`src/rtl/sram_serial_host.sv`:
```
`timescale 1ns/1ps
// Host-side initiator for the serial SRAM load/dump port: MSB-first word shifting plus CEN/WEN strobes.
// Optional: define SRAM_SERIAL_HOST_WR_VERIFY_EN to read back every write and flag mismatches on RSP_ERR.
module sram_serial_host #(
   parameter int ADDRWIDTH = 13,
   parameter int DATAWIDTH = 32,
   parameter int INSTWIDTH = 16,
   parameter int RD_LAT    = 1
) (
   input  logic                 CLK,
   input  logic                 RST,
   input  logic                 REQ_VALID,
   output logic                 REQ_READY,
   input  logic                 REQ_WRITE,
   input  logic                 REQ_MUX,
   input  logic [ADDRWIDTH-1:0] REQ_ADDR,
   input  logic [DATAWIDTH-1:0] REQ_WDATA,
   output logic                 RSP_VALID,
   output logic [DATAWIDTH-1:0] RSP_RDATA,
   output logic                 RSP_ERR,
   output logic                 BUSY,
   output logic                 SRAMSEL,
   output logic [ADDRWIDTH-1:0] SRAMA,
   output logic                 SRAMMUX,
   output logic                 SRAMCEN,
   output logic                 SRAMWEN,
   output logic                 SRAMDIN,
   input  logic                 SRAMDOUT
);

   typedef enum logic [2:0] {
      IDLE   = 3'd0,
      WSHIFT = 3'd1,
      WSTRB  = 3'd2,
      RSTRB  = 3'd3,
      RWAIT  = 3'd4,
      RSHIFT = 3'd5,
      DONE   = 3'd6
   } state_t;

   localparam logic [5:0] CNT_DATA = 6'(DATAWIDTH - 1);
   localparam logic [5:0] CNT_INST = 6'(INSTWIDTH - 1);
   localparam logic [1:0] LAT_INIT = 2'(RD_LAT - 1);

   state_t               state;
   logic [5:0]           cnt;
   logic [1:0]           lat_cnt;
   logic                 write_q;
   logic [DATAWIDTH-1:0] wsh;
   logic [DATAWIDTH-1:0] rsh;
   logic [DATAWIDTH-1:0] wdata_aligned;
   logic [5:0]           cnt_init;

   // INST words are left-aligned so the shifter always emits from the top bit.
   assign wdata_aligned = REQ_MUX ? REQ_WDATA
                                  : {REQ_WDATA[INSTWIDTH-1:0], {(DATAWIDTH-INSTWIDTH){1'b0}}};
   assign cnt_init      = SRAMMUX ? CNT_DATA : CNT_INST;

`ifdef SRAM_SERIAL_HOST_WR_VERIFY_EN
   logic [DATAWIDTH-1:0] wdata_q;
   logic [DATAWIDTH-1:0] wdata_masked;
   logic                 rsp_err_q;

   assign wdata_masked = REQ_MUX ? REQ_WDATA
                                 : {{(DATAWIDTH-INSTWIDTH){1'b0}}, REQ_WDATA[INSTWIDTH-1:0]};
   assign RSP_ERR      = rsp_err_q;
`else
   assign RSP_ERR      = 1'b0;
`endif

   always_ff @(posedge CLK or posedge RST) begin
      if (RST) begin
         state     <= IDLE;
         cnt       <= '0;
         lat_cnt   <= '0;
         write_q   <= 1'b0;
         wsh       <= '0;
         rsh       <= '0;
         REQ_READY <= 1'b1;
         RSP_VALID <= 1'b0;
         RSP_RDATA <= '0;
         BUSY      <= 1'b0;
         SRAMSEL   <= 1'b0;
         SRAMA     <= '0;
         SRAMMUX   <= 1'b0;
         SRAMCEN   <= 1'b1;
         SRAMWEN   <= 1'b1;
         SRAMDIN   <= 1'b0;
`ifdef SRAM_SERIAL_HOST_WR_VERIFY_EN
         wdata_q   <= '0;
         rsp_err_q <= 1'b0;
`endif
      end else begin
         RSP_VALID <= 1'b0;
`ifdef SRAM_SERIAL_HOST_WR_VERIFY_EN
         rsp_err_q <= 1'b0;
`endif
         case (state)
            IDLE: begin
               if (REQ_VALID && REQ_READY) begin
                  REQ_READY <= 1'b0;
                  BUSY      <= 1'b1;
                  SRAMSEL   <= 1'b1;
                  SRAMA     <= REQ_ADDR;
                  SRAMMUX   <= REQ_MUX;
                  write_q   <= REQ_WRITE;
                  wsh       <= wdata_aligned;
                  cnt       <= REQ_MUX ? CNT_DATA : CNT_INST;
`ifdef SRAM_SERIAL_HOST_WR_VERIFY_EN
                  wdata_q   <= wdata_masked;
`endif
                  if (REQ_WRITE) begin
                     state   <= WSHIFT;
                     SRAMDIN <= wdata_aligned[DATAWIDTH-1];
                  end else begin
                     state   <= RSTRB;
                     SRAMCEN <= 1'b0;
                  end
               end
            end

            // Each WSHIFT cycle presents the next bit; the strobe follows only after bit 0.
            WSHIFT: begin
               if (cnt == 6'd0) begin
                  state   <= WSTRB;
                  SRAMDIN <= 1'b0;
                  SRAMCEN <= 1'b0;
                  SRAMWEN <= 1'b0;
               end else begin
                  cnt     <= cnt - 6'd1;
                  wsh     <= wsh << 1;
                  SRAMDIN <= wsh[DATAWIDTH-2];
               end
            end

            WSTRB: begin
               SRAMWEN <= 1'b1;
`ifdef SRAM_SERIAL_HOST_WR_VERIFY_EN
               state   <= RSTRB;
               SRAMCEN <= 1'b0;
`else
               state   <= DONE;
               SRAMCEN <= 1'b1;
`endif
            end

            RSTRB: begin
               SRAMCEN <= 1'b1;
               rsh     <= '0;
               if (RD_LAT == 0) begin
                  state <= RSHIFT;
                  cnt   <= cnt_init;
               end else begin
                  state   <= RWAIT;
                  lat_cnt <= LAT_INIT;
               end
            end

            RWAIT: begin
               if (lat_cnt == 2'd0) begin
                  state <= RSHIFT;
                  cnt   <= cnt_init;
               end else begin
                  lat_cnt <= lat_cnt - 2'd1;
               end
            end

            // rsh was cleared at the strobe, so INST reads come out zero-extended.
            RSHIFT: begin
               rsh <= {rsh[DATAWIDTH-2:0], SRAMDOUT};
               if (cnt == 6'd0) begin
                  state <= DONE;
               end else begin
                  cnt <= cnt - 6'd1;
               end
            end

            DONE: begin
               state     <= IDLE;
               REQ_READY <= 1'b1;
               BUSY      <= 1'b0;
               SRAMSEL   <= 1'b0;
               RSP_VALID <= 1'b1;
`ifdef SRAM_SERIAL_HOST_WR_VERIFY_EN
               RSP_RDATA <= rsh;
               rsp_err_q <= write_q && (rsh != wdata_q);
`else
               if (!write_q) begin
                  RSP_RDATA <= rsh;
               end
`endif
            end

            default: state <= IDLE;
         endcase
      end
   end

endmodule

```
`config.mk`:
```
export PLATFORM = sky130hd
export DESIGN_NAME = sram_serial_host
export DESIGN_NICKNAME = d
export VERILOG_FILES = /design/src/rtl/sram_serial_host.sv
export SDC_FILE = /design/constraint.sdc
export NUM_CORES = 1
export LEC_CHECK = 0
export BUFFER_PORTS_ARGS = -buffer_cell sky130_fd_sc_hd__buf_2
export CAP_MARGIN = 20
export CORE_MARGIN = 2
export CORE_UTILIZATION = 55
export DETAILED_ROUTE_END_ITERATION = 8
export GPL_TIMING_DRIVEN = 0
export PLACE_DENSITY = 0.76
export SLEW_MARGIN = 20
export SYNTH_ARGS = -nofsm -noshare
export SYNTH_HDL_FRONTEND = slang
export SYNTH_SLANG_ARGS = --single-unit
```
`constraint.sdc`:
```
create_clock -name CLK -period 4.9 [get_ports CLK]
set_input_delay 0.735 -clock CLK [delete_from_list [all_inputs] [get_ports CLK]]
set_output_delay 0.735 -clock CLK [all_outputs]
set_load 0.005 [all_outputs]
```
# After elaboration in Yosys (flattened, before gate mapping)
# Index checks and enable logic that the tools add are counted.
# W data, S select, Z words.
dict set report op_classes {
  n_addsub 2
  n_eq_ne 15
  muxes 33
  bitwise_logic 1
  n_reduce_logical 23
}
# operator count
set op_table {}
lappend op_table {{$pmux W32 S2} 1}
lappend op_table {{$mux W31} 2}
lappend op_table {{$pmux W31 S2} 1}
lappend op_table {{$mux W32} 1}
lappend op_table {{$mux W6} 3}
lappend op_table {{$ne A2 B2 Y1 const B} 9}
lappend op_table {{$pmux W3 S6} 1}
lappend op_table {{$pmux W6 S3} 1}
lappend op_table {{$mux W3} 4}
lappend op_table {{$reduce_and A4 Y1} 3}
lappend op_table {{$mux W5} 2}
lappend op_table {{$reduce_and A2 Y1} 5}
lappend op_table {{$reduce_bool A2 Y1} 5}
lappend op_table {{$eq A3 B3 Y1 const B} 3}
lappend op_table {{$mux W1} 9}
lappend op_table {{$pmux W1 S2} 4}
lappend op_table {{$eq A3 B2 Y1 const B} 2}
lappend op_table {{$logic_not A6 Y1} 1}
lappend op_table {{$reduce_and A3 Y1} 2}
lappend op_table {{$reduce_bool A3 Y1} 2}
lappend op_table {{$sub A6 B1 Y6 const B} 1}
lappend op_table {{$mux W2} 2}
lappend op_table {{$pmux W2 S2} 1}
lappend op_table {{$reduce_or A2 Y1} 2}
lappend op_table {{other kinds (7)} 7}
dict set report totals {
  register_bits 127
  inputBits 51
  output_inout_bits 54
}

# Depth between registers and ports, before layout
dict set report depth {
  depth_word 4
  ltp_mapped 7
  ltp_nobuf 6
}

# Least setup slack after synthesis
# Ideal clock, no wire load.
dict set report synth_path {
  path_kind {flip-flop to flip-flop}
  start {register cnt[0]}
  end {register wsh[10]}
  setup_time_ps 123
  arrival_time_ps 1716
  slack_ps 3061
  path_stages_with_launch 8
  path_buffers 1
  path_cell_list {dfrtp_1 -> inv_1 -> ha_1 -> or3b_4 -> o211ai_2 -> nand2_2 -> buf_6 -> o221a_1}
}
dict set report synth_via {
  elab_chain_cells 3
}
# item line_no
set synth_lines {}
lappend synth_lines {{start: declaration} 46} ;# logic [5:0] cnt;
lappend synth_lines {{start signal: assignment} 108} ;# cnt <= REQ_MUX ? CNT_DATA : CNT_INST;
lappend synth_lines {{start signal: assignment} 130} ;# cnt <= cnt - 6'd1;
lappend synth_lines {{start signal: assignment} 152} ;# cnt <= cnt_init;
lappend synth_lines {{$logic_not A6 Y1} 124} ;# if (cnt == 6'd0) begin
lappend synth_lines {{$ne A2 B2 Y1 (no source line)} -}
lappend synth_lines {{$reduce_and A3 Y1 (no source line)} -}
lappend synth_lines {{end signal: assignment} 107} ;# wsh <= wdata_aligned;
lappend synth_lines {{end signal: assignment} 131} ;# wsh <= wsh << 1;
lappend synth_lines {{end: declaration} 49} ;# logic [DATAWIDTH-1:0] wsh;
# No other way between the ends.
# A chain may end at the register's enable or synchronous reset.

# Final worst setup path
dict set report layout_path {
  start {register REQ_READY}
  end {register wsh[1]}
}
dict set report layout_via {
  elab_chain_cells 3
}
# item line_no
set layout_lines {}
lappend layout_lines {{start: declaration} 13} ;# output logic REQ_READY,
lappend layout_lines {{start signal: assignment} 79} ;# REQ_READY <= 1'b1;
lappend layout_lines {{start signal: assignment} 101} ;# REQ_READY <= 1'b0;
lappend layout_lines {{start signal: assignment} 180} ;# REQ_READY <= 1'b1;
lappend layout_lines {{$logic_and A1 B1 Y1} 100} ;# if (REQ_VALID && REQ_READY) begin
lappend layout_lines {{$ne A2 B2 Y1 (no source line)} -}
lappend layout_lines {{$reduce_and A3 Y1 (no source line)} -}
# No other way between the ends.

==> impl_results.md <==
* Kind of critical path: flop to flop
* Die area at about 0.011 sq mm
* Final Critical Period at around 2.2 ns
* DP Area at 0.00616 sq mm
* Layout cell share with drive strength beyond 1 at around 33%
* DR iter-0 viols at 202
* Reg-to-Reg End: wsh[1]
* Static Leak at 0.00323 uW
* Clk_lat worst skew at 0.53 ns
* Post-Syn Area at 0.00546 sq mm
* # H-tree levels at 4
* Hold_ws at 0.306 ns
* Filler cell count at 738
* Core Rows at 36
* Post-synth EDFFs at 0
* Post-DR vias/cell at between 5 and 6
* Final worst path period share at 45.0%
* Top Ports at 105
* Root buffer cell: clkbuf_8
* Power Dens Cells at 611 mW/mm^2
* Req. time, crit path at 5.30 ns
* Die Span Y at slightly above 100 um
* Critical Path End Type: flop
* YS warnings at 0
* First-pass GRT wire length at 20.0 mm
* Final setup violating endpoints at 0
* # Max-Cap Violations at 0
* Final wirelength at around 12 mm
* Most common cell in the netlist: dfrtp_1
* Syn_nets at between 500 and 600
* Rel. slew slack at between 50% and 60%
* GRT Residual Overflow at 0
* Post-synth top area cell: dfrtp_1
* DR vias at 3964
* RSZ-0062 raised after global routing: false
* # port buffers at 102
* Final nets at 632
* Peak Freq at ~450 MHz
* Internal power at between 2000 and 3000 uW
* Area grow syn2layout at 23.7%
* DP Wirelength at a little under 8 mm
* Post-synthesis sequential area ratio at 58.3%
* Flop2flop setup slack at 2.69 ns
* Antenna violations before repair at 0
* Vias in the first global route at 4029
* Top-area cell type share of the netlist area at a little under three fifths
* Mapped Cells at 457
* Starting density of the core at 56.3%
* Final ANT Viol Nets at 0
* Reg power frac at 40.3%
* Synth area leaders: dfrtp_1, nand2_1, mux2_2, o221a_1, a22o_1
* Synth unique cells at 48
* Slew of the pin with the lowest slew margin at 0.745 ns
* Final Hold Fails at 0
* Synth cell count leaders: dfrtp_1, nand2_1, a22o_1, mux2_2, o221a_1
* Max VDD drop at 0.318 mV
* Overall die width at 104 um
* Ys flop type: dfrtp_1
* Detailed Routing Iterations Pass 1 at 4
* Inserted Clock Buffers at 17
* Arrival time of the worst setup path at 2.61 ns
* Core area at roughly 0.0097 sq mm
* Fin. max-slew vios at 0
* Gr usage total at 23.3%
* CTS max path bufs at 2
* Reg-to-Reg Start: REQ_READY
* Number of diodes at 0
* Post-CTS setup buffer count at 0
* Worst setup SP type: flop
* Synthesis-stage register bit count at 127
* Clock Power Share at 29.2%
* Crit path max fanout at 10
* Switching part of the total at 33.0%
* Run status: finished, final reports clean
* Reg2reg path depth at 5
* Routability cong. at between 0.8 and 0.9
* Wire per inst at 16.2 um
* DRC at 0
* Net Switching at 1360 uW
* Final Power at 4120 uW
* Avg Inst Size Synth at 11.9 sq um
* Combinational share of power at 30.6%
* Sink Count at around 130
* Largest net degree at the start of global routing at 67
* Clk slew on worst S/H paths at approximately 0.060 ns
* Share of flip-flops with an asynchronous set or reset at 100%
* Cts repair resizes at 0
* Finished layout cell area at 0.00675 sq mm
* Worst Hold Class: input pin to async pin
* Clock skew at 0.00934 ns
* CTS tree: yes
* Hold-fix buffers, CTS at 0
## placed cells by master (no fill, tap or decap), types with 7 or more instances in the layout
| master | instances |
|---|---|
| clkbuf_1 | 14 |
| inv_1 | 8 |
| buf_2 | 109 |
| a21oi_1 | 9 |
| nand2_1 | 102 |
| mux2_2 | 32 |
| nor2_1 | 11 |
| clkbuf_8 | 8 |
| o21ai_0 | 7 |
| mux2i_1 | 16 |
| o221a_1 | 30 |
| dfrtp_1 | 124 |
| clkbuf_16 | 16 |
| a22o_1 | 32 |
## layout make-up
class                      count  area (sq um)  share of cell area, %
clock buffer                  22           483                   7.16
inverter                       9          38.8                  0.575
sequential                   127          3180                   47.2
buffer                        32           190                   2.82
clock inverter                10           100                   1.48
multi-input combinational    289          2050                   30.4
timing repair buffer         103           538                   7.97
tap                          133           166                   2.47
## worst max path at each step
| stage | from | to | slack, ns | depth (start not counted) |
|---|---|---|---|---|
| floorplan | RST | RSP_RDATA[0] | 0.79 | 1 |
| global placement | RST | SRAMA[8] | -0.55 | 2 |
| detailed placement | REQ_VALID | wsh[3] | 2.45 | 6 |
| CTS | REQ_READY | wsh[1] | 2.70 | 5 |
| global route | REQ_READY | wsh[1] | 2.57 | 5 |
| finish | REQ_READY | wsh[1] | 2.69 | 5 |
## power by group through the flow
| stage | Combinational, uW | Clock [uW] | Sequential, uW |
|---|---|---|---|
| 3_5_place_dp | 1250 | 0 | 1670 |
| 5_1_grt | 1400 | 1270 | 1710 |
| 2_1_floorplan | 861 | 0 | 1630 |
| 6_report | 1260 | 1200 | 1660 |
| 4_1_cts | 1270 | 1220 | 1660 |
| 3_3_place_gp | 1220 | 0 | 1650 |
## worst max-delay path, cell delays in order, from the launching register on
cell and delay (ns):
dfstp_2 0.59, nand3b_4 0.13, nor3_2 0.59, clkbuf_1 0.50, nand2_1 0.12, o221a_1 0.15
## through the flow
step | cells | TNS (ns) | setup WS [ns] | utilization, %
after floorplan | 457 | 0 | 0.786 | -
after global placement | 692 | -67.58 | -0.551 | 63.3
after detailed placement | 693 | 0 | 2.45 | 63.7
after CTS | 725 | 0 | 2.70 | 69.7
after global routing | 725 | 0 | 2.57 | 69.7
final | 725 | 0 | 2.69 | 69.7
## cell families after synthesis
logic type | count (synthesis) | synth area share (%)
compound gates | 97 | 15.9
xor+xnor | 2 | 0.321
fa+ha+maj | 2 | 0.459
buf+inv | 41 | 4.11
flops | 127 | 58.3
mux | 48 | 9.54
other cells | 1 | 0.0687
simple gates | 139 | 11.3
## sequential cells by signal (all words and copies together) (netlist names)
signal and flops:
SRAMSEL 1, SRAMWEN 1, lat_cnt 2, RSP_RDATA 32
RSP_VALID 1, SRAMA 13, state 3, cnt 6
write_q 1, SRAMDIN 1, rsh 32, SRAMMUX 1
SRAMCEN 1, wsh 31, REQ_READY 1
## layer usage
layer	GRT usage, %	vias to the layer above	routed length, um	share of wire, %
li1	-	1885	-	-
met1	32.1	1939	5470	47
met2	35.8	120	5440	46
met3	5.66	20	642	5.5
met4	9.36	0	178	1.5
met5	0	-	0	0
No activity file was read; power rests on OpenSTA's default activity.
